===== src/rtl/button_conditioner.sv =====
// Pushbutton conditioner: two-flop sync, polarity normalisation, counter debounce,
// press/release pulses and a sticky, software-acknowledged interrupt flag per channel.
module button_conditioner #(
  parameter int          N               = 4,
  parameter logic [15:0] DEBOUNCE_CYCLES = 16'd50000,
  parameter bit          ACTIVE_LOW      = 1'b1
) (
  input  logic         clk,
  input  logic         reset,
  input  logic [N-1:0] btn_in,
  input  logic [N-1:0] irq_ack,
  output logic [N-1:0] pressed,
  output logic [N-1:0] press_pulse,
  output logic [N-1:0] release_pulse,
  output logic [N-1:0] irq
);

  localparam logic [N-1:0] INACTIVE = {N{ACTIVE_LOW}};
  localparam logic [15:0]  LAST_CNT = DEBOUNCE_CYCLES - 16'd1;

  logic [N-1:0] sync1_q, sync2_q;
  logic [N-1:0] state_q, state_d;
  logic [N-1:0] press_q, press_d;
  logic [N-1:0] release_q, release_d;
  logic [N-1:0] irq_q, irq_d;
  logic [15:0]  cnt_q [N];
  logic [15:0]  cnt_d [N];
  logic [N-1:0] samp;

  always_comb begin
    samp    = sync2_q ^ {N{ACTIVE_LOW}};
    state_d = state_q;
    for (int i = 0; i < N; i++) begin
      cnt_d[i] = cnt_q[i];
      if (samp[i] == state_q[i]) begin
        cnt_d[i] = 16'd0;
      end else if (cnt_q[i] >= LAST_CNT) begin
        state_d[i] = samp[i];
        cnt_d[i]   = 16'd0;
      end else begin
        cnt_d[i] = cnt_q[i] + 16'd1;
      end
    end
    press_d   = state_d & ~state_q;
    release_d = ~state_d & state_q;
    // A press on the same edge as an acknowledge keeps the flag set.
    irq_d     = press_d | (irq_q & ~irq_ack);
  end

  always_ff @(posedge clk) begin
    if (reset) begin
      sync1_q   <= INACTIVE;
      sync2_q   <= INACTIVE;
      state_q   <= '0;
      press_q   <= '0;
      release_q <= '0;
      irq_q     <= '0;
      for (int i = 0; i < N; i++) cnt_q[i] <= 16'd0;
    end else begin
      sync1_q   <= btn_in;
      sync2_q   <= sync1_q;
      state_q   <= state_d;
      press_q   <= press_d;
      release_q <= release_d;
      irq_q     <= irq_d;
      for (int i = 0; i < N; i++) cnt_q[i] <= cnt_d[i];
    end
  end

  assign pressed       = state_q;
  assign press_pulse   = press_q;
  assign release_pulse = release_q;
  assign irq           = irq_q;

endmodule

===== config.mk =====
export PLATFORM = sky130hd
export DESIGN_NAME = button_conditioner
export DESIGN_NICKNAME = d
export VERILOG_FILES = /design/src/rtl/button_conditioner.sv
export SDC_FILE = /design/constraint.sdc
export NUM_CORES = 1
export LEC_CHECK = 0
export CAP_MARGIN = 20
export CORE_MARGIN = 2
export CORE_UTILIZATION = 62
export DETAILED_ROUTE_END_ITERATION = 7
export GPL_TIMING_DRIVEN = 0
export HOLD_SLACK_MARGIN = 0.12
export PLACE_DENSITY = 0.84
export SLEW_MARGIN = 20
export SYNTH_ARGS = -nofsm -noshare
export SYNTH_HDL_FRONTEND = slang
export SYNTH_SLANG_ARGS = --single-unit

===== constraint.sdc =====
create_clock -name clk -period 4.5 [get_ports clk]
set_clock_uncertainty 0.15 [all_clocks]
set_input_delay 0.45 -clock clk [delete_from_list [all_inputs] [get_ports clk]]
set_output_delay 0.45 -clock clk [all_outputs]
set_load 0.005 [all_outputs]

==> results of run 1 <==
[critical path: stages, from the launching register on]
cell and delay [ns]:
dfxtp_1 0.40, ha_1 0.27, nand3_1 0.14, a211o_1 0.32, nand3_1 0.22, clkbuf_1 0.38
nor2_1 0.09
[synthesized netlist by cell type (all sizes together)]
cell     instances
nor2            84
nand2           20
nand4           16
nor4            18
and2             2
ha               4
xor2            10
or3b             4
inv             14
nor3            25
a211o            2
a41oi            1
or4              4
or2             10
buf              6
o21ai            2
o211ai           2
clkbuf           7
a21oi            3
xnor2           44
o41ai            4
nand4b           2
nand3           24
dfxtp           88
and3             4
a2111oi          2
a31oi            2
o31ai            4
[registers in the layout, indices dropped and copies added, names as in the netlist]
signal / cells
release_pulse: 4
sync1_q: 4
irq: 4
sync2_q: 4
press_pulse: 4
pressed: 4
cnt_q: 64
[through the flow]
| stage | hold slack, ns | util |
|---|---|---|
| 6_report | 0.268 | 0.746 |
| 5_1_grt | 0.280 | 0.746 |
| 4_1_cts | 0.271 | 0.746 |
| 3_5_place_dp | 0.252 | 0.710 |
| 3_3_place_gp | 0.242 | 0.710 |
| 2_1_floorplan | 0.239 | - |
[worst paths after layout]
| check | startpoint | end | depth (start not counted) |
|---|---|---|---|
| max | cnt_q[3][0] | cnt_q[3][0] | 6 |
| min | sync1_q[3] | sync2_q[3] | 1 |
| max reg2reg | cnt_q[3][0] | cnt_q[3][0] | 6 |
| min reg2reg | sync1_q[3] | sync2_q[3] | 1 |
[power groups by stage]
stage               sequential [mW]  clock [mW]  combinational [mW]
floorplan                     0.803           0              0.0140
global placement              0.803           0              0.0252
detailed placement            0.804           0              0.0258
CTS                           0.785       0.551              0.0262
global route                  0.786       0.583              0.0285
finish                        0.786       0.542              0.0254
[logic make-up (layout without fill, tap and decap cells)]
family | Yosys count | count (layout) | share of synthesized area
XOR/XNOR | 54 | 54 | 0.130
buffers and inverters | 27 | 67 | 0.0348
AO/OA/AOI/OAI | 22 | 22 | 0.0479
AND/OR/NAND/NOR | 213 | 213 | 0.288
adder cells (fa/ha/maj) | 4 | 4 | 0.0138
flip-flops | 88 | 88 | 0.485
[area by class of cell]
type / instances / area share
sequential: 88 / 0.423
multi-input combinational: 293 / 0.419
timing repair buffer: 24 / 0.0577
clock buffer: 14 / 0.0391
tap: 72 / 0.0217
buffer: 13 / 0.0177
inverter: 14 / 0.0126
clock inverter: 2 / 0.00902
[metal layers]
| layer | vias up | part of all wire | track usage |
|---|---|---|---|
| met1 | 1271 | 0.46 | 0.273 |
| met5 | - | 0 | 0 |
| li1 | 1479 | - | - |
| met3 | 12 | 0.028 | 0.0461 |
| met4 | 0 | 0.022 | 0.114 |
| met2 | 55 | 0.49 | 0.399 |
==> run summary, run 1 <==
Post-CTS Setup Bufs = 0
Nets = 457
CTS buffer count = 9
Post-Route Setup TNS = 0 ns
Logic gate share of total power = 0.019
Biggest area consumer among synthesized cells = dfxtp_1
Critical Path End Type = flip-flop
Slew margin rel. = 0.680
Synth Net Count = 422
Synth top area share = 0.485
Seq pwr share = 0.580
Worst vdd ir = 213 uV
GRT overflow = 0
RSZ-0062 raised after global routing = no
Total chip power = 1.35 mW
Die W = 80.5 um
Pleak = 1.20 nW
First-pass GRT wire length = 11500 um
Commonest non-fill, non-tap cell in the layout = dfxtp_1
Most frequent cells in the layout = dfxtp_1, nor2_1, xnor2_1
Post-synth cell types = 33
PD cells = 325 mW/mm^2
CTS tree = yes
Min cycle time layout = 2.09 ns
Via Count = 2817
Peak fanout along the critical path = 10
Pin count of the biggest net entering global routing = 14
Core ar. = 0.00557 mm^2
Final hold vios = 0
Vias in the first global route = 2692
Placed cell areas = 0.00396 mm^2
Switch share = 0.200
Routed length per instance = 13.2 um
Max Cap Viol = 0
Cts repair resizes = 0
H-tree depth = 3
Final Max Tran Viols = 0
Setup CP Type = flip-flop to flip-flop
Peak Freq = 479 MHz
Layout cells sized above 1 = 0.0826
Tot GR Track Use = 0.231
Final worst-path cycle share = 0.464
Synth top area cells = dfxtp_1, xnor2_1, nor2_1, nand3_1, nor3_1
Net switching power = 0.271 mW
Cts hold-fix bufs = 0
Hpwl dp = 4830 um
Non-Filler Instances = 520
DP Cell Count = 504
Clock share of power = 0.401
Clk sink count = 88
Initial Utilization = 0.651
Filler cell count = 424
Setup slack after layout = 2.41 ns
Slew at the pin closest to its max-slew limit = 0.480 ns
Area occupied by multi-input gates = 0.00174 mm^2
Detailed Route Iter0 Violations = 109
Status = finished, final reports clean
Internal power = 1.08 mW
DIE HEIGHT = 80.5 um
R2r setup slk = 2.41 ns
Setup violators final = 0
First-pass iteration count of the detailed router = 4
Pre-CTS WS = 2.39 ns
IO Port Bufs = 24
Detailed Route WL = 6870 um
Startpoint Class = flip-flop
Reg area = 0.00176 mm^2
Diodes inserted = 0
Syn. warnings = 0
DRC viols = 0
Register clock-pin slew on the reported worst setup and hold paths = 0.08 ns
Skew-Pair Late Insertion Delay = 0.36 ns
Clock Tree Root = clkbuf_8
Critical Path AT = 2.16 ns
Cells after Synth = 408
Post-Syn Area per Cell = 8.90 um^2
Antenna violations before repair = 0
Standard-cell rows = 27
Die area = 0.00648 mm^2
Seq/Total Area, Yosys = 0.485
Antenna-violating nets left = 0
Final instance area = 0.00416 mm^2
Syn Std Cell Area = 0.00363 mm^2
#FFs+latches synth = 88
Drt via density = 5.42
Layout area overhead = 14.6%
Ports = 26
Critical Path RT = 4.58 ns
Longest Clk Path Bufs = 2
Hold Path Class = flip-flop to flip-flop
GPL Wtd Cong = 0.844
Power figures use the tool's default switching activity.
==> inputs of run 2 (changes only) <==
--- a/config.mk
+++ b/config.mk
@@ -7,11 +7,11 @@
 export LEC_CHECK = 0
 export CAP_MARGIN = 20
 export CORE_MARGIN = 2
-export CORE_UTILIZATION = 62
+export CORE_UTILIZATION = 52
 export DETAILED_ROUTE_END_ITERATION = 7
 export GPL_TIMING_DRIVEN = 0
 export HOLD_SLACK_MARGIN = 0.12
-export PLACE_DENSITY = 0.84
+export PLACE_DENSITY = 0.75
 export SLEW_MARGIN = 20
 export SYNTH_ARGS = -nofsm -noshare
 export SYNTH_HDL_FRONTEND = slang
==> constraint.sdc (replaced) <==
create_clock -name clk -period 1.71 [get_ports clk]
set_clock_uncertainty 0.15 [all_clocks]
set_input_delay 0.171 -clock clk [delete_from_list [all_inputs] [get_ports clk]]
set_output_delay 0.171 -clock clk [all_outputs]
set_load 0.005 [all_outputs]
==> run 2 against run 1 <==
- the flow now finishes with violations (setup timing)
- first-iteration DRC count is 22% lower
- cell count grew 6.0%
- flip-flop and latch count did not move
- clock power increased to 2.9 times the previous value
- critical endpoint is now cnt_q[1][11]
==> run summary, run 2 (synthesis results as in run 1) <==
Status = complete, but fails checks
Failing checks = setup timing
Detailed Route WL = 8170 um
Nets = 480
Max Cap Viol = 0
Placed cell areas = 0.00407 mm^2
Peak fanout along the critical path = 5
Setup violators final = 28
Antenna violations before repair = 0
Antenna-violating nets left = 0
Layout area overhead = 34.8%
Clock share of power = 0.420
Internal power = 2.95 mW
CTS tree = yes
Vias in the first global route = 2831
First-pass GRT wire length = 12500 um
Die W = 87.5 um
IO Port Bufs = 24
Drt via density = 5.56
Critical Path Max Stage Delay = 0.61 ns
Max reg flops = 64
Tot GR Track Use = 0.205
Pin count of the biggest net entering global routing = 15
Slew margin rel. = 0.636
Pre-CTS WS = -0.225 ns
Filler cell count = 482
Worst vdd ir = 734 uV
GPL Wtd Cong = 0.819
Longest Clk Path Bufs = 2
Min cycle time layout = 1.82 ns
Slowest CP cell = or4_4
Final hold vios = 0
Peak Freq = 550 MHz
R2r setup slk = -0.11 ns
RSZ-0062 raised after global routing = yes
Ports = 26
Hpwl dp = 4780 um
Worst hold margin = 0.230 ns
Final worst-path cycle share = 1.06
Worst R2R Start = cnt_q[1][13]
Diodes inserted = 0
Critical Path AT = 1.96 ns
Core ar. = 0.00676 mm^2
DRC viols = 0
Net switching power = 0.767 mW
Initial Utilization = 0.537
Layout cells sized above 1 = 0.308
DIE HEIGHT = 87.5 um
Levels on crit path = 5
Detailed Route Iter0 Violations = 85
CTS buffer count = 9
Register clock-pin slew on the reported worst setup and hold paths = 0.08 ns
Most frequent cells in the layout = dfxtp_1, nor2_1, xnor2_1
Critical Path RT = 1.85 ns
Slew at the pin closest to its max-slew limit = 0.545 ns
Pleak = 1.42 nW
Via Count = 3061
Commonest non-fill, non-tap cell in the layout = dfxtp_1
Startpoint Class = flip-flop
Logic gate share of total power = 0.027
Hold Path Class = input pin to flip-flop
Total chip power = 3.72 mW
Skew-Pair Late Insertion Delay = 0.35 ns
Delay-heaviest family, CP = simple AND/OR/NAND/NOR gates
PD cells = 760 mW/mm^2
Clock Tree Root = clkbuf_8
CP startpoint = cnt_q[1][13]
GRT overflow = 0
Crit-path cells = nor4_4 > nor2_1 > or4_4 > buf_8 > nor2_2
Die area = 0.00766 mm^2
Cts hold-fix bufs = 0
Top reg by flops = cnt_q
Final Max Tran Viols = 0
Worst setup endpoint = cnt_q[1][11]
Worst Reg2Reg Path Length in Cells = 5
Critical Path End Type = flip-flop
Final instance area = 0.00489 mm^2
Critical register-to-register path endpoint = cnt_q[1][11]
H-tree depth = 3
Setup CP Type = flip-flop to flip-flop
Standard-cell rows = 30
Routed length per instance = 14.8 um
Seq pwr share = 0.553
Buf/Inv on CP = 1
First-pass iteration count of the detailed router = 4
Clk sink count = 88
Setup slack after layout = -0.110 ns
Switch share = 0.206
-- run 2: cell count changes in the layout (fill, tap and decap cells not counted), sizes merged --
cell,before,now
clkbuf,21,14
clkinv,0,3
bufinv,1,2
buf,6,32
-- run 2: worst min-delay path by stage --
stage          startpoint         end  cells after the start
2_1_floorplan   btn_in[0]  sync1_q[0]                      1
3_3_place_gp   sync1_q[3]  sync2_q[3]                      1
3_5_place_dp   sync1_q[3]  sync2_q[3]                      1
4_1_cts         btn_in[1]  sync1_q[1]                      2
5_1_grt         btn_in[1]  sync1_q[1]                      2
6_report        btn_in[1]  sync1_q[1]                      2
-- run 2: through the flow --
| stage | TNS, ns | util | instances |
|---|---|---|---|
| floorplan | -0.170 | - | 408 |
| global placement | -5.89 | 0.602 | 512 |
| detailed placement | -7.11 | 0.602 | 512 |
| CTS | -0.901 | 0.671 | 537 |
| global route | -3.54 | 0.724 | 551 |
| finish | -1.88 | 0.724 | 551 |
-- run 2: power groups by stage --
stage               Combinational, mW  Sequential [mW]  Clock, mW
finish                          0.102             2.06       1.56
global route                    0.110             2.06       1.69
CTS                            0.0882             2.06       1.60
detailed placement             0.0706             2.12          0
global placement               0.0694             2.12          0
floorplan                      0.0395             2.11          0
-- run 2: cell type report --
cell class,count,area (um^2),area share
timing repair buffer,52,502,0.103
clock buffer,10,138,0.0281
inverter,14,52.6,0.0107
sequential,88,1810,0.370
buffer,8,71.3,0.0146
clock inverter,6,82.6,0.0169
multi-input combinational,293,2140,0.437
tap,80,100,0.0205
-- run 2: layer usage --
metal / global-route usage / wire length [um]
met5: 0 / 0
met4: 0.0629 / 110
met3: 0.0518 / 269
met2: 0.353 / 4190
met1: 0.254 / 3600
-- run 2: worst register-to-register path: stages (launching register included) --
cell and delay [ns]:
dfxtp_4 0.37, nor4_4 0.27, nor2_1 0.09, or4_4 0.61, buf_8 0.19, nor2_2 0.07
-- run 2: what timing repair did --
| action | CTS | global route |
|---|---|---|
| pin swaps | 24 | 19 |
| endpoints found under the setup margin | 58 | 70 |
| resized for setup | 42 | 72 |
| setup buffers | 10 | 16 |
| endpoints found under the hold margin | 0 | 0 |
| cloned | 2 | 0 |
